[src/rtl/riscv_pkg.sv]
// Shared RISC-V core types: XLEN, the canonical NOP, fetch-buffer entry and
// the fetch-stage state encoding.
package riscv_pkg;

  localparam int XLEN = 32;
  localparam logic [XLEN-1:0] NOP_INSTR = 32'h0000_0013;

  typedef struct packed {
    logic [XLEN-1:0] data;
    logic [XLEN-1:0] pc;
    logic            err;
  } if_entry_t;

  typedef enum logic [1:0] {
    IF_BOOT  = 2'd0,
    IF_RUN   = 2'd1,
    IF_DRAIN = 2'd2
  } if_state_e;

endpackage

[src/rtl/ifetch_fifo.sv]
// Small instruction buffer between the memory response channel and the
// decode-facing output register. Read data is presented combinationally.
module ifetch_fifo
  import riscv_pkg::*;
#(
  parameter  int DEPTH = 2,
  localparam int CW    = $clog2(DEPTH + 1),
  localparam int PW    = (DEPTH > 1) ? $clog2(DEPTH) : 1
) (
  input  logic          clk,
  input  logic          reset_n,
  input  logic          push,
  input  logic          pop,
  input  logic          clear,
  input  if_entry_t     wr_entry,
  output if_entry_t     rd_entry,
  output logic [CW-1:0] count,
  output logic          full,
  output logic          empty
);

  if_entry_t     mem_reg [DEPTH];
  logic [PW-1:0] wr_ptr_reg, rd_ptr_reg;
  logic [CW-1:0] count_reg;

  function automatic logic [PW-1:0] ptr_inc(input logic [PW-1:0] ptr);
    return (ptr == PW'(DEPTH - 1)) ? '0 : ptr + PW'(1);
  endfunction

  always_ff @(posedge clk) begin
    if (push && !clear) mem_reg[wr_ptr_reg] <= wr_entry;
  end

  always_ff @(posedge clk or negedge reset_n) begin
    if (!reset_n) begin
      wr_ptr_reg <= '0;
      rd_ptr_reg <= '0;
      count_reg  <= '0;
    end else if (clear) begin
      wr_ptr_reg <= '0;
      rd_ptr_reg <= '0;
      count_reg  <= '0;
    end else begin
      if (push) wr_ptr_reg <= ptr_inc(wr_ptr_reg);
      if (pop)  rd_ptr_reg <= ptr_inc(rd_ptr_reg);
      case ({push, pop})
        2'b10:   count_reg <= count_reg + CW'(1);
        2'b01:   count_reg <= count_reg - CW'(1);
        default: count_reg <= count_reg;
      endcase
    end
  end

  assign rd_entry = mem_reg[rd_ptr_reg];
  assign count    = count_reg;
  assign full     = (count_reg == CW'(DEPTH));
  assign empty    = (count_reg == '0);

endmodule

[src/rtl/ifetch.sv]
// Instruction fetch: credit-limited sequential requests, in-order response
// buffering, and a flopped instruction/PC slot for decode with flush draining.
module ifetch
  import riscv_pkg::*;
#(
  parameter logic [XLEN-1:0] RESET_PC   = 32'h8000_0000,
  parameter int              FIFO_DEPTH = 2
) (
  input  logic            clk,
  input  logic            reset_n,
  output logic            imem_req_v_o,
  input  logic            imem_req_rdy_i,
  output logic [XLEN-1:0] imem_adr_o,
  input  logic            imem_rsp_v_i,
  input  logic [XLEN-1:0] imem_rsp_data_i,
  input  logic            imem_rsp_err_i,
  input  logic            stall_i,
  input  logic            flush_v_i,
  input  logic [XLEN-1:0] flush_pc_i,
  output logic            instr_v_q_o,
  output logic [XLEN-1:0] instr_q_o,
  output logic [XLEN-1:0] pc0_q_o,
  output logic            instr_fault_q_o
);

  localparam int CW = $clog2(FIFO_DEPTH + 1);
  localparam logic [XLEN-1:0] ALIGN_MASK = ~XLEN'(3);

  if_state_e       state_reg, state_next;
  logic [XLEN-1:0] fetch_pc_reg, rsp_pc_reg;
  logic [CW-1:0]   outstanding_reg, outstanding_next;
  logic [CW-1:0]   drop_cnt_reg, drop_cnt_next;
  logic [CW-1:0]   fifo_count;
  logic [CW:0]     credit_used;
  logic            fifo_full, fifo_empty;
  if_entry_t       fifo_wr, fifo_rd;
  logic            accept, dropping, push, pop;
  logic [XLEN-1:0] flush_pc_aligned;

  assign flush_pc_aligned = flush_pc_i & ALIGN_MASK;
  assign credit_used      = {1'b0, outstanding_reg} + {1'b0, fifo_count};

  assign imem_req_v_o = (state_reg == IF_RUN) && !flush_v_i
                        && (credit_used < (CW+1)'(FIFO_DEPTH));
  assign imem_adr_o   = fetch_pc_reg & ALIGN_MASK;
  assign accept       = imem_req_v_o && imem_req_rdy_i;

  // Responses to requests issued before a flush are consumed but never buffered.
  assign dropping = (drop_cnt_reg != '0);
  assign push     = imem_rsp_v_i && !dropping && !flush_v_i;
  assign pop      = !flush_v_i && !stall_i && !fifo_empty;
  assign fifo_wr  = '{data: imem_rsp_data_i, pc: rsp_pc_reg, err: imem_rsp_err_i};

  ifetch_fifo #(.DEPTH(FIFO_DEPTH)) u_fifo (
    .clk      (clk),
    .reset_n  (reset_n),
    .push     (push),
    .pop      (pop),
    .clear    (flush_v_i),
    .wr_entry (fifo_wr),
    .rd_entry (fifo_rd),
    .count    (fifo_count),
    .full     (fifo_full),
    .empty    (fifo_empty)
  );

  always_comb begin
    outstanding_next = outstanding_reg;
    if (accept && !imem_rsp_v_i)      outstanding_next = outstanding_reg + CW'(1);
    else if (!accept && imem_rsp_v_i) outstanding_next = outstanding_reg - CW'(1);

    drop_cnt_next = drop_cnt_reg;
    if (flush_v_i)                     drop_cnt_next = outstanding_next;
    else if (imem_rsp_v_i && dropping) drop_cnt_next = drop_cnt_reg - CW'(1);

    state_next = state_reg;
    case (state_reg)
      IF_BOOT:  state_next = IF_RUN;
      IF_RUN:   if (flush_v_i && outstanding_next != '0) state_next = IF_DRAIN;
      IF_DRAIN: if (drop_cnt_next == '0) state_next = IF_RUN;
      default:  state_next = IF_BOOT;
    endcase
  end

  always_ff @(posedge clk or negedge reset_n) begin
    if (!reset_n) begin
      state_reg       <= IF_BOOT;
      fetch_pc_reg    <= RESET_PC & ALIGN_MASK;
      rsp_pc_reg      <= RESET_PC & ALIGN_MASK;
      outstanding_reg <= '0;
      drop_cnt_reg    <= '0;
      instr_v_q_o     <= 1'b0;
      instr_q_o       <= NOP_INSTR;
      pc0_q_o         <= RESET_PC;
      instr_fault_q_o <= 1'b0;
    end else begin
      state_reg       <= state_next;
      outstanding_reg <= outstanding_next;
      drop_cnt_reg    <= drop_cnt_next;

      if (flush_v_i) begin
        fetch_pc_reg <= flush_pc_aligned;
        rsp_pc_reg   <= flush_pc_aligned;
      end else begin
        if (accept) fetch_pc_reg <= fetch_pc_reg + XLEN'(4);
        if (push)   rsp_pc_reg   <= rsp_pc_reg + XLEN'(4);
      end

      // A flush forces a bubble even when decode is stalled.
      if (flush_v_i || (!stall_i && !pop)) begin
        instr_v_q_o     <= 1'b0;
        instr_q_o       <= NOP_INSTR;
        instr_fault_q_o <= 1'b0;
      end else if (pop) begin
        instr_v_q_o     <= 1'b1;
        instr_q_o       <= fifo_rd.err ? NOP_INSTR : fifo_rd.data;
        pc0_q_o         <= fifo_rd.pc;
        instr_fault_q_o <= fifo_rd.err;
      end
    end
  end

  a_no_overflow: assert property (@(posedge clk) disable iff (!reset_n)
                                  !(push && fifo_full && !pop))
    else $error("ifetch: instruction buffer overflow");

endmodule

[config.mk]
export PLATFORM = sky130hd
export DESIGN_NAME = ifetch
export DESIGN_NICKNAME = d
export VERILOG_FILES = /design/src/rtl/riscv_pkg.sv /design/src/rtl/ifetch_fifo.sv /design/src/rtl/ifetch.sv
export SDC_FILE = /design/constraint.sdc
export NUM_CORES = 1
export LEC_CHECK = 0
export CAP_MARGIN = 20
export CORE_ASPECT_RATIO = 1.1
export CORE_MARGIN = 3
export CORE_UTILIZATION = 25
export CTS_BUF_LIST = sky130_fd_sc_hd__clkbuf_8
export DETAILED_ROUTE_END_ITERATION = 10
export GPL_TIMING_DRIVEN = 0
export SLEW_MARGIN = 10
export SYNTH_ARGS = -nofsm -noshare
export SYNTH_HDL_FRONTEND = slang
export SYNTH_SLANG_ARGS = --single-unit
export TNS_END_PERCENT = 5
[constraint.sdc]
create_clock -name clk -period 8.6 [get_ports clk]
set_input_delay 1.72 -clock clk [delete_from_list [all_inputs] [get_ports clk]]
set_output_delay 1.72 -clock clk [all_outputs]
set_load 0.01 [all_outputs]
### Word-level counts from Yosys, hierarchy flattened

Memories as Yosys holds them, arrays and structs flattened.
Index checks and enable logic that the tools add are counted.

| word-level totals | value |
|---|---|
| output and inout port bits | 99 |
| bits in writable memories | 130 |
| latch bits | 0 |
| word-level logic and storage cells | 92 |
| memories | 1 |
| memory bits (read-only) | 0 |
| bits in registers | 140 |

| operators by class | value |
|---|---|
| eq/ne operators | 6 |
| muxes and demuxes | 28 |
| shift-type cells | 0 |
| divide/modulo/power cells | 0 |
| $add $sub $neg | 10 |
| bitwise logic cells | 1 |
| multiply operators | 0 |
| reductions and logical operators | 33 |
| order comparisons | 1 |

Memories:

| memory | words | bits a word | read ports | clocked after Yosys merged registers in | write ports | line | text |
|---|---|---|---|---|---|---|---|
| u_fifo.mem_reg | 2 | 65 | 1 | 0 | 1 | ifetch_fifo.sv:22 | `if_entry_t mem_reg [DEPTH];` |

Operator list:

| operator | count |
|---|---|
| $mux 32 | 7 |
| $add 32x3->32 const B | 2 |
| $mux 2 | 7 |
| $logic_and 1x1->1 | 13 |
| $mux 1 | 12 |
| $reduce_bool 2->1 | 6 |
| $logic_not 1->1 | 7 |
| $logic_not 2->1 | 3 |
| $pmux 2 s3 | 1 |
| $sub 2x1->2 const B | 3 |
| $add 2x1->2 const B | 2 |
| $eq 2x1->1 const B | 2 |
| $eq 2x2->1 const B | 2 |
| $pmux 2 s2 | 1 |
| $reduce_and 2->1 | 2 |
| $add 2x2->3 | 1 |
| $lt 3x2->1 const B | 1 |
| $reduce_bool 3->1 | 1 |
| $add 1x1->1 const B | 2 |
| $ne 2x1->1 const B | 1 |
| $ne 2x2->1 const B | 1 |
| $logic_or 1x1->1 | 1 |
| $not 1->1 | 1 |

### Depth between registers and ports, before layout

Gate-level depths: netlist of the first run.

| logic depth | value |
|---|---|
| word-level depth | 12 |
| gate-level depth with buffers | 9 |

### By module

From an unflattened synthesis of the first run, not the netlist that was laid out.

| unflattened totals | value |
|---|---|
| cell total of the unflattened synthesis | 772 |
| area, all modules | 11,204.5 um^2 |

By module, submodules not included:

| module | seq. area each (um^2) | cells an instance | times used | area an instance (um^2) |
|---|---|---|---|---|
| ifetch | 3,310.7 | 550 | 1 | 6,140.9 |
| ifetch_fifo | 4,003.8 | 222 | 1 | 5,063.6 |

### Worst setup path after synthesis of the first run

OpenSTA, ideal clock, no wires.

| path | value |
|---|---|
| path kind | input -> register |
| from | in flush_v_i |
| to | mem u_fifo.mem_reg[1][0] in the netlist's numbering, enable pin |
| data arrival time | 6.961 ns |
| setup time | 0.575 ns |
| stages on the path | 4 |
| setup slack | 1.065 ns |
| path buffers | 3 |
| cells stage by stage | clkbuf_1 buf_1 buf_1 nor3b_1 |

| between the ends | value |
|---|---|
| longest elaborated chain between the ends | 5 |

RTL lines:

| item | line | text |
|---|---|---|
| from (decl) | ifetch.sv:18 | `input logic flush_v_i,` |
| $logic_not 1->1 * | ifetch_fifo.sv:31, ifetch.sv:50 |  |
| $logic_and 1x1->1 | ifetch.sv:50 | `assign push = imem_rsp_v_i && !dropping && !flush_v_i;` |
| $logic_and 1x1->1 * | ifetch_fifo.sv:31 | `if (push && !clear) mem_reg[wr_ptr_reg] <= wr_entry;` |
| $mux 1 * | ifetch_fifo.sv:31 |  |
| $mux 1 (not written as such) * | ifetch_fifo.sv:31 |  |
| to (decl) | ifetch_fifo.sv:22 |  |

Mark *: on every way between the ends. The rest lies on a longest branch, timed or not.

### Worst setup path after layout of the first run

| path | value |
|---|---|
| from | in flush_v_i |
| to | out imem_req_v_o |

| between the ends | value |
|---|---|
| longest elaborated chain between the ends | 3 |

RTL lines:

| item | line | text |
|---|---|---|
| $logic_not 1->1 | ifetch.sv:43 | `assign imem_req_v_o = (state_reg == IF_RUN) && !flush_v_i` |
| $logic_and 1x1->1 | ifetch.sv:43 |  |
| $logic_and 1x1->1 | ifetch.sv:44 | `&& (credit_used < (CW+1)'(FIFO_DEPTH));` |
| to (decl) | ifetch.sv:11 | `output logic imem_req_v_o,` |

Every way passes these cells.

==> impl_metrics.env, run 1 <==
export IMPL_largest_reg_flops=126
export IMPL_syn_inst=841
export IMPL_p_leak_nw=5.12
export IMPL_clock_sinks=260
export IMPL_cts_path_max_buffers=3
export IMPL_synth_main_ff_cell="dfrtp_1"
export IMPL_critPathKind="input pin to output port"
export IMPL_worst_r2r_setup_slack_ns=5.56
export IMPL_ant_nets=0
export IMPL_grt_overflow_total=0
export IMPL_rsz0062_at_grt="no"
export IMPL_area_growth_syn_to_layout_pct=31.7
export IMPL_antenna_cells=0
export IMPL_drt_iter0_drc=441
export IMPL_worst_slew_pin_slew_ns=0.969
export IMPL_synthArstFlopShare=0.515
export IMPL_avgSynthCellArea_sq_um=12.7
export IMPL_synth_area_sq_mm=0.0107
export IMPL_yosysTopAreaCellShare=0.355
export IMPL_cts_clk_slew_worst_paths_ns=0.06
export IMPL_drtPass1Iterations=5
export IMPL_cts_hold_buf=0
export IMPL_synth_cell_types=54
export IMPL_die_h_microns=223
export IMPL_ys_ff_latch=260
export IMPL_critPathLaunchType="input pin"
export IMPL_routed_wl_microns=28600
export IMPL_seq_area_sq_mm=0.00714
export IMPL_vias=7491
export IMPL_grt_pass1_wl_microns=44400
export IMPL_dp_cells=1580
export IMPL_placement_io_buffers=162
export IMPL_fp_dieArea_sq_mm=0.0452
export IMPL_grt_max_degree=103
export IMPL_cts_made_buffers=44
export IMPL_maxSlewHeadroom=0.351
export IMPL_htreeDepth=2
export IMPL_final_cells=1662
export IMPL_yosysTopAreaCell="edfxtp_1"
export IMPL_initial_core_util=0.256
export IMPL_end_kind="output port"
export IMPL_cp_arrival_ns=3.81
export IMPL_final_common_cell="clkdlybuf4s50_1"
export IMPL_viasPerCell=4.51
export IMPL_fin_crit_ns=5.53
export IMPL_grt_total_usage=0.125
export IMPL_yosysWarnings=0
export IMPL_grt_pass1_vias=7552
export IMPL_setup_tns_final_ns=0
export IMPL_finalSetupViolCount=0
export IMPL_drc=0
export IMPL_drive_gt1_frac=0.103
export IMPL_root_buffer="clkbuf_8"
export IMPL_final_cell_mix="161 x clkdlybuf4s50_1, 128 x dfrtp_1, 126 x edfxtp_1, 90 x nand2_1, 71 x o21ai_0"
export IMPL_fin_skew_ns=0.0325
export IMPL_core_area_sq_mm=0.0417
export IMPL_status="finished, final reports clean"
export IMPL_postCtsSetupBuffers=0
export IMPL_hold_viol=0
export IMPL_dp_hpwl_microns=20600
export IMPL_fmax_ghz=0.181
export IMPL_power_mw=3.43
export IMPL_cp_max_fo=7
export IMPL_maxSlewViolCount=0
export IMPL_clock_latency_ns=0.58
export IMPL_final_nets=1141
export IMPL_die_w_microns=203
export IMPL_n_fill_cell=4161
export IMPL_cts_tree="built"
export IMPL_synth_edf_count=126
export IMPL_maxCapViolCount=0
export IMPL_antenna_found_initial=0
export IMPL_ios=170
export IMPL_required_ns=6.88
export IMPL_avgRoutedWirePerCell_microns=17.2
export IMPL_multi_input_area_sq_mm=0.00331
export IMPL_cts_resized=0
export IMPL_hp_class="flip-flop to flip-flop"
export IMPL_p_per_area_mw_per_mm2=244
export IMPL_peakVddDrop_uv=101
export IMPL_rows=78
export IMPL_synthTopCellsByArea="edfxtp_1 35%, dfrtp_1 30%, mux2i_1 5.8%, o21ai_0 3.3%, nand2_1 3.2%"
export IMPL_routabilityCongestion=0.837
export IMPL_fin_crit_sh=0.643
export IMPL_synth_seq_area_share=0.669
[area by class of cell]
type	instances	share of cell area
Timing Repair Buffer	176	0.125
Buffer	44	0.0137
Tap cell	560	0.0499
Inverter	11	0.00294
Clock inverter	36	0.0191
Clock buffer	46	0.0450
Multi-Input combinational cell	529	0.236
Sequential cell	260	0.508
[synth_stat cells (5+ instances only)]
master,n
dfrtp_1,128
edfxtp_1,126
nand2_1,90
o21ai_0,71
mux2i_1,62
nor2_1,53
a21oi_1,41
clkbuf_1,28
nand3_1,27
xor2_1,22
nand4_1,18
xnor2_1,14
o211ai_1,13
nor3_1,12
mux2_2,11
inv_1,10
o311ai_0,10
a31oi_1,8
and3_1,8
buf_1,7
nand2b_1,7
and2_1,6
dfstp_2,6
or3_1,6
nor2b_1,5
[cell families (layout without fill, tap and decap cells)]
kind of cell | after synthesis | in the layout | share of synthesized area
flip-flops | 260 | 260 | 0.669
other | 1 | 4 | 0.000351
XOR/XNOR | 36 | 36 | 0.0295
adder cells (fa/ha/maj) | 4 | 4 | 0.00539
buffers and inverters | 55 | 313 | 0.0219
AO/OA/AOI/OAI | 163 | 163 | 0.0899
multiplexers | 73 | 73 | 0.0698
AND/OR/NAND/NOR | 249 | 249 | 0.114
[per-layer routing]
| metal | track usage | share of wire | vias to the layer above |
|---|---|---|---|
| met1 | 0.169 | 0.45 | 3669 |
| li1 | - | - | 3532 |
| met2 | 0.203 | 0.47 | 250 |
| met3 | 0.0273 | 0.061 | 40 |
| met5 | 0 | 0 | - |
| met4 | 0.0358 | 0.017 | 0 |
[report_power, final]
part	internal [mW]	total (mW)	switching [mW]	leakage [nW]
combinational	0.344	0.698	0.354	1.81
sequential	1.48	1.60	0.121	2.79
clock	0.623	1.13	0.509	0.523
total	2.45	3.43	0.984	5.12
[worst max-delay path, cell delays in order]
cell	delay, ns
clkdlybuf4s50_1	0.59
nor4b_2	0.66
nor2b_1	0.27
clkdlybuf4s50_1	0.57
[metrics by stage]
stage / hold slack (ns) / util / cell area [sq um] / setup WS [ns]
floorplan: 0.454 / - / 10700 / 1.06
global placement: 0.460 / 0.312 / 13000 / -3.10
detailed placement: 0.469 / 0.316 / 13200 / 3.09
CTS: 0.482 / 0.337 / 14100 / 3.06
global route: 0.503 / 0.337 / 14100 / 2.95
finish: 0.473 / 0.337 / 14100 / 3.07
[worst paths after layout]
check                                 from                to  depth (start not counted)
min                           instr_q_o[8]      instr_q_o[8]                          2
max in group asynchronous          reset_n       pc0_q_o[15]                          2
max reg2reg                u_fifo.count[0]  fetch_pc_reg[22]                          8
min reg2reg                   instr_q_o[8]      instr_q_o[8]                          2
max                              flush_v_i      imem_req_v_o                          4
min in group asynchronous          reset_n     instr_q_o[10]                          1
No activity file was read; power rests on OpenSTA's default activity.
==> run 2: changes to the inputs <==
==> constraint.sdc (replaced) <==
create_clock -name clk -period 5.1 [get_ports clk]
set_input_delay 1.02 -clock clk [delete_from_list [all_inputs] [get_ports clk]]
set_output_delay 1.02 -clock clk [all_outputs]
set_load 0.01 [all_outputs]
==> run 2 against run 1 <==
Compared with the run above:
- via count shrank 0.63%
- sequential power rose by 69%
- wire length shrank 1.2%
- total power is 67% higher
- largest cell class unchanged
- highest routed layer unchanged
==> impl_metrics.env, run 2 (synthesis results as in run 1) <==
export IMPL_fp_dieArea_sq_mm=0.0452
export IMPL_ant_nets=0
export IMPL_worst_slew_pin_slew_ns=0.888
export IMPL_peakVddDrop_uv=160
export IMPL_root_buffer="clkbuf_8"
export IMPL_grt_pass1_wl_microns=43900
export IMPL_grt_overflow_total=0
export IMPL_finalSetupViolCount=0
export IMPL_cts_path_max_buffers=3
export IMPL_clock_sinks=260
export IMPL_viasPerCell=4.48
export IMPL_p_per_area_mw_per_mm2=408
export IMPL_path_delay_family="buffers and inverters"
export IMPL_critPathLaunchType="input pin"
export IMPL_drc=0
export IMPL_hold_viol=0
export IMPL_reg2reg_depth=9
export IMPL_cts_clk_slew_worst_paths_ns=0.06
export IMPL_vias=7444
export IMPL_timing_final_ws_setup_ns=1.01
export IMPL_hp_class="input pin to asynchronous set/reset pin"
export IMPL_end_kind="output port"
export IMPL_core_area_sq_mm=0.0417
export IMPL_avgRoutedWirePerCell_microns=17.0
export IMPL_power_mw=5.75
export IMPL_cpMostUsedCell="clkdlybuf4s50_1"
export IMPL_routabilityCongestion=0.814
export IMPL_cp_max_fo=7
export IMPL_critPathSlowestCell="nor4b_2"
export IMPL_htreeDepth=2
export IMPL_rsz0062_at_grt="no"
export IMPL_die_h_microns=223
export IMPL_grt_total_usage=0.124
export IMPL_drtPass1Iterations=5
export IMPL_maxCapViolCount=0
export IMPL_area_growth_syn_to_layout_pct=32.1
export IMPL_antenna_found_initial=0
export IMPL_cts_resized=0
export IMPL_dp_hpwl_microns=20400
export IMPL_p_leak_nw=5.12
export IMPL_initial_core_util=0.256
export IMPL_placement_io_buffers=162
export IMPL_fin_crit_ns=4.09
export IMPL_grt_pass1_vias=7509
export IMPL_rows=78
export IMPL_path_cells="clkdlybuf4s50_1 -> nor4b_2 -> nor2b_1 -> clkdlybuf4s50_1"
export IMPL_final_nets=1141
export IMPL_ios=170
export IMPL_pre_cts_ws_ns=0.799
export IMPL_cts_hold_buf=0
export IMPL_final_common_cell="clkdlybuf4s50_1"
export IMPL_slowest_delay_ns=0.64
export IMPL_finalInstanceArea_sq_mm=0.0141
export IMPL_antenna_cells=0
export IMPL_fin_crit_sh=0.802
export IMPL_critPathKind="input pin to output port"
export IMPL_cp_num_buf_inv=2
export IMPL_cp_arrival_ns=3.07
export IMPL_fin_util=0.338
export IMPL_clock_latency_ns=0.56
export IMPL_dpl_instance_area_sq_mm=0.0132
export IMPL_setup_tns_final_ns=0
export IMPL_routed_wl_microns=28200
export IMPL_maxSlewViolCount=0
export IMPL_maxSlewHeadroom=0.407
export IMPL_cts_made_buffers=45
export IMPL_fmax_ghz=0.245
export IMPL_fin_skew_ns=0.0381
export IMPL_final_cell_mix="161 x clkdlybuf4s50_1, 128 x dfrtp_1, 126 x edfxtp_1, 90 x nand2_1, 71 x o21ai_0"
export IMPL_drive_gt1_frac=0.105
export IMPL_cts_tree="built"
export IMPL_postCtsSetupBuffers=0
export IMPL_largest_reg_flops=126
export IMPL_drt_iter0_drc=532
export IMPL_grt_max_degree=103
export IMPL_status="finished, final reports clean"
export IMPL_cp_depth=4
export IMPL_required_ns=4.08
export IMPL_die_w_microns=203
==> run 2: changes by cell type in the layout (fill, tap and decap cells not counted), sizes merged <==
cell / before / now
clkbuf: 74 / 81
buf: 31 / 30
bufinv: 4 / 1
inv: 27 / 25
clkinvlp: 1 / 2
clkinv: 15 / 13
==> run 2: path summary, 6_finish.rpt <==
kind / from / endpoint / slack, ns
max: flush_v_i / imem_req_v_o / 1.01
min: reset_n / instr_q_o[13] / 0.34
max reg2reg: u_fifo.count[0] / fetch_pc_reg[15] / 2.08
min reg2reg: instr_q_o[7] / instr_q_o[7] / 0.48
max in group asynchronous: reset_n / instr_fault_q_o / 3.95
min in group clk: instr_q_o[7] / instr_q_o[7] / 0.48
==> run 2: final cells by class <==
class	count	area, sq um
inverters	11	41.3
fillers	4205	27600
plain buffers	44	193
multi-input cells	529	3320
well taps	560	701
repair buffers	175	1790
flip-flops and latches	260	7140
clock buffers	53	729
clock inverters	30	170
==> run 2: report_power, final <==
| part | switching [mW] | total (mW) | internal [mW] |
|---|---|---|---|
| clock | 0.859 | 1.87 | 1.01 |
| combinational | 0.593 | 1.18 | 0.583 |
| sequential | 0.205 | 2.71 | 2.50 |
==> run 2: metal layers <==
layer	vias to the layer above	GRT usage	wire length, microns	part of all wire
met3	43	0.0284	1910	0.068
met5	-	0	0	0
met1	3626	0.172	12800	0.45
met4	0	0.0376	594	0.021
li1	3518	-	-	-
met2	257	0.194	12900	0.46
==> run 2: stage by stage <==
step,hold WS [ns],std cells
floorplan,0.454,844
global placement,0.460,1566
detailed placement,0.468,1579
CTS,0.295,1662
global route,0.315,1662
finish,0.338,1662
==> run 3: changes to the inputs <==
==> constraint.sdc (replaced) <==
create_clock -name clk -period 3.58 [get_ports clk]
set_input_delay 0.716 -clock clk [delete_from_list [all_inputs] [get_ports clk]]
set_output_delay 0.716 -clock clk [all_outputs]
set_load 0.01 [all_outputs]
==> run 3 against run 2 <==
Compared with the run above:
- via count barely moved
- core utilization barely moved
- setup slack got worse by 0.90 ns
- die area did not move
- worst hold slack got worse by 0.31 ns
- register-to-register slack got worse by 1.5 ns
- cell area barely moved
- flip-flop and latch count did not move
- first-iteration DRC count fell by 11%
- wire length rose by 1.1%
- total power rose by 41%
- critical endpoint unchanged
- largest cell class unchanged
==> impl_metrics.env, run 3 (synthesis results as in run 1) <==
export IMPL_status="finished, final reports clean"
export IMPL_htreeDepth=2
export IMPL_initial_core_util=0.256
export IMPL_maxSlewHeadroom=0.435
export IMPL_grt_pass1_wl_microns=43800
export IMPL_end_kind="output port"
export IMPL_maxSlewViolCount=0
export IMPL_critPathLaunchType="flip-flop"
export IMPL_final_common_cell="clkdlybuf4s50_1"
export IMPL_vias=7443
export IMPL_rows=78
export IMPL_core_area_sq_mm=0.0417
export IMPL_viasPerCell=4.48
export IMPL_drive_gt1_frac=0.0989
export IMPL_root_buffer="clkbuf_8"
export IMPL_worst_slew_pin_slew_ns=0.848
export IMPL_p_per_area_mw_per_mm2=576
export IMPL_fin_util=0.338
export IMPL_ios=170
export IMPL_grt_max_degree=103
export IMPL_drt_iter0_drc=471
export IMPL_critPathKind="flip-flop to output port"
export IMPL_finalSetupViolCount=0
export IMPL_cts_hold_buf=0
export IMPL_antenna_found_initial=0
export IMPL_finalInstanceArea_sq_mm=0.0141
export IMPL_grt_pass1_vias=7434
export IMPL_final_nets=1142
export IMPL_p_leak_nw=5.14
export IMPL_cts_made_buffers=46
export IMPL_routed_wl_microns=28500
export IMPL_grt_use_met3=0.0299
export IMPL_fmax_ghz=0.288
export IMPL_met2_usage=0.197
export IMPL_grt_total_usage=0.124
export IMPL_placement_io_buffers=162
export IMPL_maxCapViolCount=0
export IMPL_p_sw_mw=2.37
export IMPL_final_cell_mix="161 x clkdlybuf4s50_1, 128 x dfrtp_1, 126 x edfxtp_1, 90 x nand2_1, 71 x o21ai_0"
export IMPL_cts_tree="built"
export IMPL_largest_reg_flops=126
export IMPL_dp_hpwl_microns=20600
export IMPL_clock_latency_ns=0.56
export IMPL_fin_crit_sh=0.968
export IMPL_drtPass1Iterations=5
export IMPL_p_seq_frac=0.475
export IMPL_cts_path_max_buffers=3
export IMPL_cp_arrival_ns=2.75
export IMPL_required_ns=2.86
export IMPL_fin_crit_ns=3.47
export IMPL_die_w_microns=203
export IMPL_top_usage_layer="met2"
export IMPL_cts_clk_slew_worst_paths_ns=0.06
export IMPL_cell_internal_pwr_mw=5.76
export IMPL_grt_use_met1=0.170
export IMPL_hold_viol=0
export IMPL_drc=0
export IMPL_area_growth_syn_to_layout_pct=32.2
export IMPL_avgRoutedWirePerCell_microns=17.2
export IMPL_grt_overflow_total=0
export IMPL_cp_max_fo=8
export IMPL_hp_class="input pin to asynchronous set/reset pin"
export IMPL_combPwrFrac=0.212
export IMPL_dpl_instance_area_sq_mm=0.0132
export IMPL_antenna_cells=0
export IMPL_fin_skew_ns=0.0425
export IMPL_die_h_microns=223
export IMPL_rsz0062_at_grt="no"
export IMPL_p_sw_frac=0.291
export IMPL_pwr_share_clk=0.313
export IMPL_clock_sinks=260
export IMPL_fp_dieArea_sq_mm=0.0452
export IMPL_peakVddDrop_uv=241
export IMPL_ant_nets=0
export IMPL_routabilityCongestion=0.799
export IMPL_setup_tns_final_ns=0
## run 3: cell types whose count changed in the layout (fill, tap and decap cells not counted), moves of 2 or more
cell,delta
buf_16,+2
buf_6,-4
buf_8,+2
clkbuf_8,-4
clkinv_2,-3
inv_1,+7
## run 3: cell type report
cell class                      instances  area, sq um
Buffer                                 44          194
Clock buffer                           49          674
Clock inverter                         34          181
Fill cell                            4181        27600
Inverter                               11         41.3
Multi-Input combinational cell        529         3340
Sequential cell                       260         7140
Tap cell                              560          701
Timing Repair Buffer                  175         1830
## run 3: worst max-delay path, cell delays in order (launching register included)
cell and delay (ns):
dfrtp_1 0.45, and2_1 0.18, fa_1 0.50, nor4b_4 0.32, nor2b_1 0.20, clkdlybuf4s50_1 0.56
## run 3: what timing repair did
action                     in CTS  in global routing
setup endpoints to repair       8                 15
setup buffers                   2                  1
resized for setup               1                  1
pin swaps                       1                  1
## run 3: path summary, 6_finish.rpt
kind / start / to / slack [ns] / depth (start not counted)
worst min register to register: instr_q_o[10] / instr_q_o[10] / 0.47 / 2
min in group clk: instr_q_o[10] / instr_q_o[10] / 0.47 / 2
worst max-delay path: u_fifo.count[0] / imem_req_v_o / 0.11 / 5
worst max register to register: u_fifo.count[0] / fetch_pc_reg[27] / 0.63 / 9
worst min-delay path: reset_n / instr_q_o[7] / 0.03 / 1
max in group asynchronous: reset_n / rsp_pc_reg[31] / 2.69 / 2
## run 3: metal layers
layer,wire [microns],share of wire
met1,12800,0.45
met2,13300,0.47
met3,1910,0.067
met4,439,0.015
met5,0,0
## run 3: power by group through the flow
stage | registers (mW) | clock network, mW | logic, mW
3_5_place_dp | 3.91 | 0 | 1.73
4_1_cts | 3.85 | 2.64 | 1.75
5_1_grt | 3.91 | 2.79 | 1.88
6_report | 3.86 | 2.54 | 1.72
3_3_place_gp | 3.91 | 0 | 1.67
2_1_floorplan | 3.96 | 0 | 0.670
## run 3: metrics by stage
| stage | worst slack, ns | instances | total power [mW] | hold slack (ns) |
|---|---|---|---|---|
| floorplan | -0.720 | 844 | 4.63 | 0.420 |
| global placement | -4.21 | 1566 | 5.57 | 0.460 |
| detailed placement | -0.610 | 1576 | 5.64 | 0.467 |
| CTS | -0.0182 | 1661 | 8.25 | 0.00972 |
| global route | 0.0265 | 1662 | 8.58 | 0.0130 |
| finish | 0.113 | 1662 | 8.12 | 0.0323 |
==> patch (flow settings as in run 2) <==
The parameter `FIFO_DEPTH` goes from 2 to 4.
--- a/src/rtl/ifetch.sv
+++ b/src/rtl/ifetch.sv
@@ -4,7 +4,7 @@
   import riscv_pkg::*;
 #(
   parameter logic [XLEN-1:0] RESET_PC   = 32'h8000_0000,
-  parameter int              FIFO_DEPTH = 2
+  parameter int              FIFO_DEPTH = 4
 ) (
   input  logic            clk,
   input  logic            reset_n,
Check against the original RTL: not equivalent (Yosys sat finds a counterexample within 4 cycles, from zero or initial values and one cycle with reset_n low).
==> patch against run 2 <==
Critical path depth unchanged; cell area is 42% higher; global-route usage rose by 0.12 points; total power is 39% higher; worst setup slack better by 560 ps; routed wire length is 49% higher; non-clock buffer count increased by 4; synthesized area up 50%; final cell count up 31%; sequential power up 43%; sequential cell count increased by 131; critical endpoint unchanged; largest cell class unchanged.
==> patch: results (changes against run 2) <==
[run_status]
status = finished, final reports clean

[cells_and_area]
nNetsFinal = 1376  ; +21%
drive_gt1_share_pct = 15.8  ; +5.3 points
n_fill_cell = 6178  ; +47%
antenna-diode-count = 0  ; unchanged
largest_register_ffs = 252  ; +100%

[cts]
clkLatencyLatePin_ps = 610  ; +50 ps
root_buffer = clkbuf_8
cts_htree_levels = 3  ; +1
cts_buffers = 69  ; +53%
ctsResizeCount = 0  ; unchanged

[placed_design]
dp.cells = 2053  ; +30%
gp_congestion = 0.832  ; +2.3%
hpwl_mm = 28.8  ; +41%
port_buffers = 161  ; -0.62%
place_ws_ps = 1150  ; +350 ps

[detailed_routing]
drt_iter0_markers = 728  ; +37%
vias_per_cell = 4.54  ; +1.3%
drt-met1-wl_mm = 18.2  ; +42%
routed-wl-met2_mm = 20.2  ; +56%
vias = 9887  ; +33%
maxUsedRoutingLayer = met5
wl_per_cell_um = 19.3  ; +14%
drtPass1Iterations = 5  ; unchanged
met3WireLength_mm = 2.77  ; +45%

[grt]
grt_pass1_wl_mm = 63.8  ; +45%
gr-usage-met2_pct = 20.4  ; +1.0 points
grt_usage_pct = 12.5  ; +0.12 points
grt_start_max_net_pins = 105  ; +1.9%
grt_util_met3_pct = 3.49  ; +0.64 points
use_met1_pct = 16.3  ; -0.90 points
antenna_found_initial = 1  ; +1
grt_pass1_vias = 10400  ; +38%

[setup_path]
rr_worst_depth = 8  ; -1
cp-startpoint = u_fifo.count[2]
regToRegStartpoint = u_fifo.count[0]
rr_endpoint = u_fifo.count[1]
cpLargestDelayFamily = simple AND/OR/NAND/NOR gates
slowest_delay_ps = 550  ; -90 ps
crit_end = imem_req_v_o
cp_max_fo = 6  ; -1
critPathSlowestCell = clkdlybuf4s50_1
crit_arrival_ps = 2510  ; -560 ps

[synthesis]
synthArstFlopShare_pct = 35.5  ; -16 points
synth-main-ff-cell = edfxtp_1
synthCells = 1050  ; +25%
synthTopCellsByArea = edfxtp_1, dfrtp_1, mux4_2
synth_warnings = 0  ; unchanged
yosys-top-cells-count = edfxtp_1, nand2_1, dfrtp_1, mux4_2, o21ai_0
ys_seq_area_share_pct = 69.2  ; +2.2 points
synth_cell_types = 64  ; +19%
synth_edf_count = 252  ; +100%

[min_path]
hold_class = in2async

[sta]
fin_skew_ps = 21.0  ; -17.1 ps
tightest_slew_ps = 1030  ; +147 ps
worst_slack_ps = 1570  ; +557 ps
hold_viol = 0  ; unchanged

[power]
vdd_drop_max_mv = 0.164  ; +2.7%
power.leakage_nw = 7.12  ; +39%

## patch: kinds of logic (layout without fill, tap and decap cells)
logic type                 after synthesis  count (layout)  synth area share, %
xor gates and xnor gates                42              42                 2.30
buffers and inverters                   71             364                 1.87
DFF                                    391             391                 69.2
and+or+nand+nor                        321             321                 9.99
adders and majority gates               14              14                 1.14
AOI/OAI and AO/OA                      135             135                 5.80
other                                    1               4               0.0235
muxes                                   75              75                 9.70
## patch: final cells by class
| cell class | instances | share of cell area (%) |
|---|---|---|
| flip-flops and latches | 391 | 55.1 |
| multi-input cells | 591 | 23.2 |
| repair buffers | 167 | 8.65 |
| well taps | 833 | 5.19 |
| clock buffers | 75 | 5.14 |
| clock inverters | 51 | 1.23 |
| plain buffers | 56 | 1.21 |
| inverters | 15 | 0.281 |
## patch: worst min path at each step
stage | from | slack, ps | depth (start not counted) | to
6_report | reset_n | 300 | 1 | instr_q_o[22]
2_1_floorplan | pc0_q_o[31] | 460 | 2 | pc0_q_o[31]
5_1_grt | reset_n | 260 | 1 | instr_q_o[3]
3_5_place_dp | pc0_q_o[15] | 470 | 2 | pc0_q_o[15]
4_1_cts | reset_n | 260 | 1 | instr_q_o[22]
3_3_place_gp | pc0_q_o[31] | 450 | 2 | pc0_q_o[31]
## patch: stage by stage
stage / TNS [ps] / util [%] / cell area (µm²)
CTS: 0 / 31.9 / 20100
global route: 0 / 31.9 / 20100
finish: 0 / 31.9 / 20100
floorplan: 0 / - / 16000
detailed placement: 0 / 29.9 / 18800
global placement: -658410 / 29.7 / 18600
## patch: power by group
group,total (mW),internal [mW],switching [mW]
sequential,3.88,3.66,0.223
combinational,1.42,0.680,0.742
clock,2.70,1.41,1.29
total,8.00,5.75,2.25
